### config.mk
export PLATFORM = sky130hd
export DESIGN_NAME = pdec_sched_ctrl
export DESIGN_NICKNAME = d
export VERILOG_FILES = /design/src/rtl/pdec_sched_ctrl.sv
export SDC_FILE = /design/constraint.sdc
export NUM_CORES = 1
export LEC_CHECK = 0
export ABC_AREA = 1
export CAP_MARGIN = 20
export CORE_MARGIN = 10
export CORE_UTILIZATION = 44
export DETAILED_ROUTE_END_ITERATION = 8
export HOLD_SLACK_MARGIN = 0.05
export PLACE_DENSITY = 0.69
export RECOVER_POWER = 25
export SETUP_SLACK_MARGIN = 0.02
export SLEW_MARGIN = 20
export SYNTH_ARGS = -nofsm -noshare
export SYNTH_HDL_FRONTEND = slang
export SYNTH_SLANG_ARGS = --single-unit
### constraint.sdc
create_clock -name clk -period 4.9 [get_ports clk]
set_input_delay 0.98 -clock clk [delete_from_list [all_inputs] [get_ports clk]]
set_output_delay 0.98 -clock clk [all_outputs]
set_load 0.05 [all_outputs]
### src/rtl/pdec_sched_ctrl.sv
// rtl/pdec_sched_ctrl.sv - successive-cancellation schedule sequencer for the polar decoder
//
// Steps the bit index through one frame, fetches each bit's depth from the
// depth ROM and emits the ordered tree operations F / G / LEAF / PSUM with
// their stage over a valid/ready handshake.
//
// Ports:
//   clk, rst        clock, asynchronous active-high reset
//   start           one-cycle frame start (ignored while busy)
//   busy, done      frame in progress / one-cycle end-of-frame pulse
//   err             sticky out-of-range depth flag, cleared by an accepted start
//   rom_ce, rom_we  ROM read enable / write enable (always 0)
//   rom_addr        ROM address, holds its last value between reads
//   rom_rdata       ROM data, valid one cycle after rom_ce
//   op_valid/ready  operation handshake
//   op_type         0=F 1=G 2=LEAF 3=PSUM
//   op_stage        tree stage, 0 = leaf level
//   op_bit          current bit index
module pdec_sched_ctrl #(
    parameter int N     = 512,
    parameter int LOG2N = $clog2(N),
    parameter int DW    = 4
) (
    input  logic             clk,
    input  logic             rst,
    input  logic             start,
    output logic             busy,
    output logic             done,
    output logic             err,
    output logic             rom_ce,
    output logic             rom_we,
    output logic [LOG2N-1:0] rom_addr,
    input  logic [DW-1:0]    rom_rdata,
    output logic             op_valid,
    input  logic             op_ready,
    output logic [1:0]       op_type,
    output logic [DW-1:0]    op_stage,
    output logic [LOG2N-1:0] op_bit
);

    typedef enum logic [2:0] {
        S_IDLE, S_DESC, S_LEAF, S_FETCH, S_WAIT, S_PSUM, S_GOP, S_DONE
    } state_t;

    localparam logic [1:0]       OP_F      = 2'd0;
    localparam logic [1:0]       OP_G      = 2'd1;
    localparam logic [1:0]       OP_LEAF   = 2'd2;
    localparam logic [1:0]       OP_PSUM   = 2'd3;
    localparam logic [DW-1:0]    TOP_STAGE = DW'(LOG2N - 1);
    localparam logic [LOG2N-1:0] LAST_BIT  = LOG2N'(N - 1);

    state_t           state, state_nxt;
    logic [LOG2N-1:0] bit_idx;
    logic [DW-1:0]    stage;
    logic [DW-1:0]    depth;
    logic             xfer;
    logic             depth_over;
    logic [DW-1:0]    depth_in;

    assign xfer       = op_valid & op_ready;
    assign rom_we     = 1'b0;
    // A depth beyond the tree height cannot be scheduled; flag it and clamp.
    assign depth_over = rom_rdata > TOP_STAGE;
    assign depth_in   = depth_over ? TOP_STAGE : rom_rdata;

    always_ff @(posedge clk or posedge rst) begin
        if (rst) begin
            state <= S_IDLE;
        end else begin
            state <= state_nxt;
        end
    end

    always_comb begin
        state_nxt = state;
        case (state)
            S_IDLE:  if (start) state_nxt = S_DESC;
            S_DESC:  if (xfer && stage == '0) state_nxt = S_LEAF;
            S_LEAF:  if (xfer) state_nxt = (bit_idx == LAST_BIT) ? S_DONE : S_FETCH;
            S_FETCH: state_nxt = S_WAIT;
            S_WAIT:  state_nxt = S_PSUM;
            S_PSUM:  if (xfer && stage == depth) state_nxt = S_GOP;
            S_GOP:   if (xfer) state_nxt = (depth == '0) ? S_LEAF : S_DESC;
            S_DONE:  state_nxt = S_IDLE;
            default: state_nxt = S_IDLE;
        endcase
    end

    // Bit index, stage counter, captured depth, sticky error and ROM address.
    always_ff @(posedge clk or posedge rst) begin
        if (rst) begin
            bit_idx  <= '0;
            stage    <= '0;
            depth    <= '0;
            err      <= 1'b0;
            rom_addr <= '0;
        end else begin
            case (state)
                S_IDLE: begin
                    if (start) begin
                        bit_idx <= '0;
                        stage   <= TOP_STAGE;
                        err     <= 1'b0;
                    end
                end
                S_DESC: begin
                    if (xfer && stage != '0) stage <= stage - DW'(1);
                end
                S_LEAF: begin
                    // Load the address here so it is already on the port in FETCH.
                    if (xfer && bit_idx != LAST_BIT) rom_addr <= bit_idx;
                end
                S_WAIT: begin
                    depth <= depth_in;
                    stage <= '0;
                    if (depth_over) err <= 1'b1;
                end
                S_PSUM: begin
                    if (xfer) begin
                        if (stage == depth) begin
                            bit_idx <= bit_idx + LOG2N'(1);
                        end else begin
                            stage <= stage + DW'(1);
                        end
                    end
                end
                S_GOP: begin
                    if (xfer && depth != '0) stage <= depth - DW'(1);
                end
                default: ;
            endcase
        end
    end

    always_comb begin
        busy     = 1'b0;
        done     = 1'b0;
        rom_ce   = 1'b0;
        op_valid = 1'b0;
        op_type  = OP_F;
        op_stage = '0;
        op_bit   = '0;
        case (state)
            S_DESC: begin
                busy     = 1'b1;
                op_valid = 1'b1;
                op_type  = OP_F;
                op_stage = stage;
                op_bit   = bit_idx;
            end
            S_LEAF: begin
                busy     = 1'b1;
                op_valid = 1'b1;
                op_type  = OP_LEAF;
                op_bit   = bit_idx;
            end
            S_FETCH: begin
                busy   = 1'b1;
                rom_ce = 1'b1;
            end
            S_WAIT: begin
                busy = 1'b1;
            end
            S_PSUM: begin
                busy     = 1'b1;
                op_valid = 1'b1;
                op_type  = OP_PSUM;
                op_stage = stage;
                op_bit   = bit_idx;
            end
            S_GOP: begin
                busy     = 1'b1;
                op_valid = 1'b1;
                op_type  = OP_G;
                op_stage = stage;
                op_bit   = bit_idx;
            end
            S_DONE: begin
                done = 1'b1;
            end
            default: ;
        endcase
    end

endmodule
==> summary.txt, run 1 <==
Setup ws final: 1450 ps
Syn Inst Count: 273
Share of cells above drive strength 1: 0.0958
Final WL: 4760 um
Met3 Resource Use GR: 0.0449
Slew @ Worst Pin: 1640 ps
Hold Buf Count CTS: 0
DRC: 0
IO Pins: 38
Remaining Overflow, GRT: 0
NumNets Final: 325
CTS tree: yes
Post-CTS setup buffer count: 0
Die width: 87.5 um
Initial antenna violation count: 0
First-pass GRT wire length: 8050 um
RSZ-0062 raised after global routing: no
Worst hold path class: reg -> reg
Core ar.: 4380 um^2
Post-layout minimum cycle time: 3450 ps
Global routing usage on met1: 0.173
First drt pass iteration count: 4
Final Cycle Share: 0.705
Yosys cell types: 36
H-tree levels: 2
WL per Instance: 13.0 um
CTS Buf Count: 5
Clk_skew: 9.78 ps
Reg2Reg Setup Slack: 2950 ps
Max Slew Vio Count: 31
Crit-path cells: xor2_4 -> clkinv_1 -> nor2_1 -> clkdlybuf4s50_1
Most frequent cells in the layout: 74 x nand2_1, 35 x clkdlybuf4s50_1, 32 x inv_1
Worst path depth: 4
Placed Instances: 357
Slowest CP cell: clkdlybuf4s50_1
Row count: 24
Hold Path Depth: 2
Port Buf Inserts: 36
LEAKAGE: 1.13 nW
Setup TNS: 0 ps
Via/cell ratio: 5.10
Initial DRC Count: 89
CTS max path bufs: 2
Delay-heaviest family, CP: buffers and inverters
Clock sink count: 30
Via Count: 1,862
Largest family of logic cells by synthesized area: simple AND/OR/NAND/NOR gates
Clock Latency Late Sink: 280 ps
CP Buf/Inv Count: 2
Asr flop ratio synth: 1.00
Commonest non-fill, non-tap cell in the layout: nand2_1
Post-DP HPWL: 3750 um
CP arrival: 2470 ps
Post-CTS sizing: 0
Max-cap viol count: 1
Synth Warn #: 0
Routed Antenna Nets: 0
Worst R2R End: stage[2]$_DFFE_PP0P_
Req. time, crit path: 3920 ps
Crit end category: output port
Largest net degree at the start of global routing: 31
Area growth, synth to finish: 23.9%
Initial Utilization: 0.457
R2R Path Start: state[1]$_DFFE_PP0P_
CP max FO: 11
Die Area: 7650 um^2
Post-Syn Nets: 286
Pre-CTS setup slack: 1730 ps
Clock Pin Slew Worst Setup and Hold Paths: 70 ps
Hold Startpoint: rom_addr[3]$_DFFE_PP0P_
Pwr Density: 635 nW/um^2
Slew margin rel.: -0.0901
Antenna diode count: 0
Total track usage: 0.129
Synthesized area: 2000 um^2
Final setup fails: 0
Violated checks: max-capacitance violations, max-slew violations
Hold endpoint: rom_addr[3]$_DFFE_PP0P_
Post-synth EDFFs: 0
Status: finished, violations left
Sequential area share after synthesis: 0.375
Finished Layout Cells: 365
Routability congestion estimate: 0.937
Vias in the first global route: 1,714
Die Ht: 87.5 um
Crit-path max cell delay: 830 ps
Fin util: 0.566
GR peak layer: met2
Final hold vios: 0
Fmax: 290 MHz
Startpoint types: flip-flop
Post-synthesis mux area share: 0
Critical path type: reg -> out
Reg2Reg Depth: 9
Filler cells: 427
Peak supply drop: 0.371 mV
Simple-gate portion of the synthesized area: 0.347
Synth Area in XOR/XNOR: 0.0269
Most used DFF post-synth: dfrtp_1
Synthesized-area fraction occupied by adder cells: 0.0312
CTS root buffer: clkbuf_8
Hold slack: 483 ps
Compound-cell area share of the yosys netlist: 0.117
Syn_area_per_cell: 7.34 um^2
FF+latch count, synth: 30
M2 GR Usage: 0.192
## final cells by class
type / instances / area, um^2 / share of cell area
Multi-Input combinational cell: 200 / 1050 / 0.423
Tap cell: 52 / 65.1 / 0.0262
Clock buffer: 6 / 82.6 / 0.0333
Inverter: 38 / 156 / 0.0630
Sequential cell: 30 / 751 / 0.302
Clock inverter: 2 / 12.5 / 0.00504
Timing Repair Buffer: 37 / 364 / 0.147
## synth_stat cells (2+ instances only)
cell / n / area share
nand3_1: 19 / 0.047
nand2_1: 74 / 0.14
o21ai_1: 4 / 0.010
nor2_4: 3 / 0.017
nand4_1: 5 / 0.016
xor2_1: 2 / 0.0087
a21oi_1: 7 / 0.017
nor2_1: 28 / 0.052
inv_1: 32 / 0.060
inv_2: 2 / 0.0037
buf_6: 3 / 0.017
o31ai_1: 4 / 0.015
ha_1: 5 / 0.031
o21ai_0: 27 / 0.067
nand2_4: 3 / 0.017
nor3_1: 3 / 0.0075
nand2_2: 4 / 0.012
dfrtp_1: 30 / 0.37
## state kept, by name, summed over array words and instances (netlist names)
| name | flops |
|---|---|
| bit_idx | 9 |
| stage | 4 |
| err | 1 |
| state | 3 |
| rom_addr | 9 |
| depth | 4 |
## tightest hold or removal path, stage by stage, from the launching register on
cell and delay, ps:
dfrtp_1 340, nand2_1 50, o21ai_0 60
## routing by layer
layer	wire [um]	vias to the layer above
met2	2060	64
met5	0	-
li1	-	951
met3	449	4
met1	2200	843
met4	41	0
## worst max path at each step
stage,from,end,slack [ps]
after detailed placement,state[1]$_DFFE_PP0P_,op_bit[0],1730
after global routing,state[1]$_DFFE_PP0P_,op_bit[8],1270
after floorplan,state[1]$_DFFE_PP0P_,op_bit[0],2010
after CTS,state[1]$_DFFE_PP0P_,op_bit[1],1420
after global placement,state[1]$_DFFE_PP0P_,op_bit[0],1780
final,state[1]$_DFFE_PP0P_,op_bit[1],1450
## where the power goes
part	total (W)	switching, W	internal [W]
logic	0.000948	0.000649	0.000299
registers	0.000418	0.000101	0.000317
clock network	0.000210	0.0000970	0.000113
## cell families (layout without fill, tap and decap cells)
logic type      count (synthesis)  count (layout)
flops                          30              30
simple gates                  146             146
fa+ha+maj                       5               5
compound gates                 44              44
other cells                     1               1
xor+xnor                        4               4
buf+inv                        43              83
## through the flow
step	area, um^2	power [W]
detailed placement	2390	0.00137
global route	2480	0.00171
finish	2480	0.00158
floorplan	2000	0.00114
global placement	2390	0.00137
CTS	2490	0.00159
Power figures use the tool's default switching activity.
==> inputs of run 2 (changes only) <==
PLACE_DENSITY = 0.72   (was 0.69)
clock period = 2.9 ns   (was 4.9 ns; I/O delays follow)
==> run 2 against run 1 <==
  * Core utilization decreased by 0.80 points
  * Clock skew decreased by 1.8 ps
  * Non-clock buffer count unchanged
  * Clock power increased by 73%
  * Sequential share of layout area increased by 0.54 points
  * Critical path depth decreased by 1
  * Via count increased by 0.43%
  * The flow still finishes with violations (max-capacitance violations, max-slew violations)
  * Worst hold slack improved by 3.9 ps
  * Combinational power increased by 68%
  * Global-route usage increased by 0.39 points
  * Sequential cell count unchanged
  * Cell count unchanged
==> summary.txt, run 2 (same netlist as run 1, synthesis figures left out) <==
Status: finished, violations left
Violated checks: max-capacitance violations, max-slew violations
Startpoint types: flip-flop
Critical path type: reg -> out
R2R Path Start: bit_idx[0]$_DFFE_PP0P_
IO Pins: 38
Post-DP HPWL: 3860 um
Delay-heaviest family, CP: buffers and inverters
WL per Instance: 13.4 um
Hold Buf Count CTS: 0
Crit end category: output port
Worst hold path class: reg -> reg
GR peak layer: met2
Routed Antenna Nets: 0
Total track usage: 0.133
Max Slew Vio Count: 31
Commonest non-fill, non-tap cell in the layout: nand2_1
Hold slack: 487 ps
Slowest CP cell: clkdlybuf4s50_1
Core ar.: 4380 um^2
Clock Latency Late Sink: 290 ps
Final Cycle Share: 0.944
Die Ht: 87.5 um
CTS root buffer: clkbuf_8
Req. time, crit path: 2320 ps
H-tree levels: 2
CP max FO: 13
RSZ-0062 raised after global routing: no
Die Area: 7650 um^2
Row count: 24
Initial Utilization: 0.457
CP Buf/Inv Count: 2
CTS max path bufs: 2
Via Count: 1,870
Most frequent cells in the layout: 74 x nand2_1, 32 x inv_1, 28 x nor2_1, 28 x dfrtp_1, 27 x o21ai_0
Largest registers: bit_idx (9), rom_addr (9)
Peak supply drop: 0.458 mV
Final hold vios: 0
CP arrival: 2160 ps
Via/cell ratio: 5.12
NumNets Final: 325
LEAKAGE: 1.15 nW
Final setup fails: 0
Post-layout minimum cycle time: 2740 ps
Reg2Reg Depth: 10
Pwr Density: 1090 nW/um^2
First drt pass iteration count: 4
Die width: 87.5 um
Clock sink count: 30
Largest net degree at the start of global routing: 31
CTS tree: yes
Slew margin rel.: -0.0700
Antenna diode count: 0
Clock Pin Slew Worst Setup and Hold Paths: 70 ps
Clk_skew: 7.98 ps
Hold Startpoint: rom_addr[2]$_DFFE_PP0P_
DRC: 0
Vias in the first global route: 1,730
Routability congestion estimate: 0.922
Max-cap viol count: 1
Crit-path max cell delay: 810 ps
Worst path depth: 3
Setup TNS: 0 ps
Hold Path Depth: 2
Crit-path cells: inv_1 -> nor2_1 -> clkdlybuf4s50_1
Remaining Overflow, GRT: 0
Share of cells above drive strength 1: 0.150
Area growth, synth to finish: 22.2%
Crit path from: state[2]$_DFFE_PP0P_
Slew @ Worst Pin: 1600 ps
First-pass GRT wire length: 8220 um
M2 GR Usage: 0.206
Port Buf Inserts: 36
Final WL: 4880 um
Met3 Resource Use GR: 0.0534
CTS Buf Count: 5
Initial antenna violation count: 0
Global routing usage on met1: 0.161
Initial DRC Count: 89
Fmax: 365 MHz
run 2: changes by cell type in the layout (fill, tap and decap cells not counted):
cell             before  now
dfrtp_2               0    2
dfrtp_1              30   28
buf_4                 0   15
clkdlybuf4s50_1      35   20
run 2: final cells by class:
cell class                 count  area [um^2]
tap                           52         65.1
clock buffer                   6         82.6
sequential                    30          753
inverter                      38          156
multi-input combinational    200         1050
timing repair buffer          37          327
clock inverter                 2         12.5
fill                         427         1940
run 2: worst register-to-register path: cells and delay by family, from the launching register on:
family	cells	cell delay (ps)
simple gates	5	860
flops	1	400
fa+ha+maj	2	380
buf+inv	2	140
compound gates	1	80
run 2: final timing paths:
| check | end | slack (ps) |
|---|---|---|
| setup / recovery | done | 160 |
| hold / removal | rom_addr[2]$_DFFE_PP0P_ | 490 |
| setup reg to reg | rom_addr[8]$_DFFE_PP0P_ | 970 |
| hold reg to reg | rom_addr[2]$_DFFE_PP0P_ | 490 |
| max in group asynchronous | state[0]$_DFFE_PP0P_ | 570 |
| min in group asynchronous | rom_addr[4]$_DFFE_PP0P_ | 1290 |
run 2: report_power, final:
part           switching [W]  internal [W]  leakage (nW)
sequential          0.000176      0.000539         0.398
combinational        0.00109      0.000492         0.707
clock               0.000173      0.000191        0.0472
run 2: repair_timing:
action                                  in CTS  in global routing
endpoints found under the setup margin       0                  2
resized for setup                            0                  2
buffers inserted                             0                  0
run 2: routing by layer:
metal / part of all wire / wire, um
met3: 0.084 / 411
met2: 0.46 / 2270
met5: 0 / 0
met1: 0.44 / 2130
met4: 0.015 / 74
run 2: through the flow:
step,area (um^2),setup slack [ps],util,total power (W),std cells
after floorplan,2000,412,-,0.00192,273
after global placement,2350,448,0.537,0.00230,357
after detailed placement,2350,400,0.537,0.00232,357
after CTS,2450,81.5,0.559,0.00268,365
after global routing,2450,38.9,0.558,0.00288,365
final,2450,163,0.558,0.00266,365
==> inputs of run 3 (changes only) <==
PLACE_DENSITY = 0.8   (was 0.72)
==> run 3 against run 2 <==
  * The flow still finishes with violations (max-capacitance violations, max-slew violations)
  * Via count down 2.4%
  * Cell area unchanged
  * Die area unchanged
  * Clock power down 2%
  * Critical path type unchanged
  * Largest power group unchanged
==> summary.txt, run 3 (same netlist as run 1, synthesis figures left out) <==
Status: finished, violations left
Violated checks: max-capacitance violations, max-slew violations
Via Count: 1,825
CTS tree: yes
Post-CTS setup buffer count: 0
NumNets Final: 325
Hold Buf Count CTS: 0
Initial Utilization: 0.457
Startpoint types: flip-flop
P_sw: 0.00144 W
Peak supply drop: 0.385 mV
Pwr Density: 1090 nW/um^2
Largest net degree at the start of global routing: 31
Critical path type: reg -> out
Vias in the first global route: 1,817
Initial antenna violation count: 0
CP arrival: 2130 ps
Placed Instances: 357
CP max FO: 13
Remaining Overflow, GRT: 0
Comb power frac: 0.597
DRC: 0
Share of cells above drive strength 1: 0.150
Clk_skew: 8.55 ps
LEAKAGE: 1.15 nW
Clock network power share: 0.133
Crit-path cells: inv_1 -> nor2_1 -> clkdlybuf4s50_1
CTS max path bufs: 2
IO Pins: 38
Commonest non-fill, non-tap cell in the layout: nand2_1
CP Buf/Inv Count: 2
Area growth, synth to finish: 22.2%
Port Buf Inserts: 36
Row count: 24
Die Area: 7650 um^2
Clock Pin Slew Worst Setup and Hold Paths: 70 ps
Internal: 0.00122 W
Req. time, crit path: 2320 ps
First drt pass iteration count: 4
Final hold vios: 0
Max-cap viol count: 1
Setup ws final: 190 ps
RSZ-0062 raised after global routing: no
Slowest CP cell: clkdlybuf4s50_1
Max Slew Vio Count: 31
Clock Latency Late Sink: 280 ps
Most frequent cells in the layout: 74 x nand2_1, 32 x inv_1, 28 x nor2_1, 28 x dfrtp_1, 27 x o21ai_0
Slew margin rel.: -0.0650
Via/cell ratio: 5.00
Setup TNS: 0 ps
Largest registers: bit_idx (9), rom_addr (9)
First-pass GRT wire length: 8110 um
Finished Layout Cells: 365
Die width: 87.5 um
Delay-heaviest family, CP: buffers and inverters
H-tree levels: 2
Filler cells: 428
Slew @ Worst Pin: 1600 ps
Die Ht: 87.5 um
Switch share: 0.541
Post-CTS sizing: 0
Routability congestion estimate: 0.983
Worst path depth: 3
Initial DRC Count: 101
Final WL: 4710 um
Final Cycle Share: 0.934
Reg2Reg Depth: 9
Post-layout minimum cycle time: 2710 ps
Routed Antenna Nets: 0
Clock sink count: 30
Worst hold path class: reg -> reg
Fin util: 0.558
Final setup fails: 0
Fmax: 369 MHz
Pre-CTS setup slack: 398 ps
Seq pwr share: 0.270
CTS Buf Count: 5
Total track usage: 0.128
Hold Path Depth: 2
Crit end category: output port
Core ar.: 4380 um^2
Post-DP HPWL: 3690 um
Antenna diode count: 0
CTS root buffer: clkbuf_8
WL per Instance: 12.9 um
Crit-path max cell delay: 810 ps
run 3: cell counts in the layout (fill, tap and decap cells not counted):
Identical to the previous run, type by type.
run 3: final cells by class:
cell class	count	area, um^2	share of cell area
Inverter	38	156	0.0639
Multi-Input combinational cell	200	1050	0.429
Timing Repair Buffer	37	327	0.133
Tap cell	52	65.1	0.0266
Sequential cell	30	753	0.308
Clock inverter	2	12.5	0.00511
Clock buffer	6	82.6	0.0337
run 3: tightest hold or removal path: stages (launching register included):
cell and delay [ps]:
dfrtp_1 350, nand2_1 50, o21ai_0 60
run 3: final timing paths:
check                                        start                      end  slack [ps]
max                           state[2]$_DFFE_PP0P_                     done         190
min                        rom_addr[4]$_DFFE_PP0P_  rom_addr[4]$_DFFE_PP0P_         490
max reg2reg                 bit_idx[1]$_DFFE_PP0P_  rom_addr[6]$_DFFE_PP0P_         950
min reg2reg                rom_addr[4]$_DFFE_PP0P_  rom_addr[4]$_DFFE_PP0P_         490
max in group asynchronous                      rst     state[1]$_DFFE_PP0P_         570
min in group asynchronous                      rst  rom_addr[4]$_DFFE_PP0P_        1290
run 3: metal layers:
layer | track usage | share of wire | vias to the layer above
met3 | 0.0431 | 0.067 | 10
met4 | 0.0493 | 0.018 | 0
met2 | 0.204 | 0.45 | 40
li1 | - | - | 949
met5 | 0 | 0 | -
met1 | 0.156 | 0.46 | 826
run 3: per-stage QoR:
step	area, um^2	hold WS (ps)	total power [W]
final	2450	486	0.00266
after global routing	2450	521	0.00287
after floorplan	2000	513	0.00192
after detailed placement	2350	473	0.00231
after CTS	2450	490	0.00267
after global placement	2350	464	0.00229
run 3: power groups by stage:
stage               Sequential [W]  Combinational [W]  Clock, W
floorplan                 0.000792            0.00113         0
global placement          0.000711            0.00158         0
detailed placement        0.000720            0.00159         0
CTS                       0.000712            0.00160  0.000362
global route              0.000739            0.00176  0.000374
finish                    0.000717            0.00159  0.000355
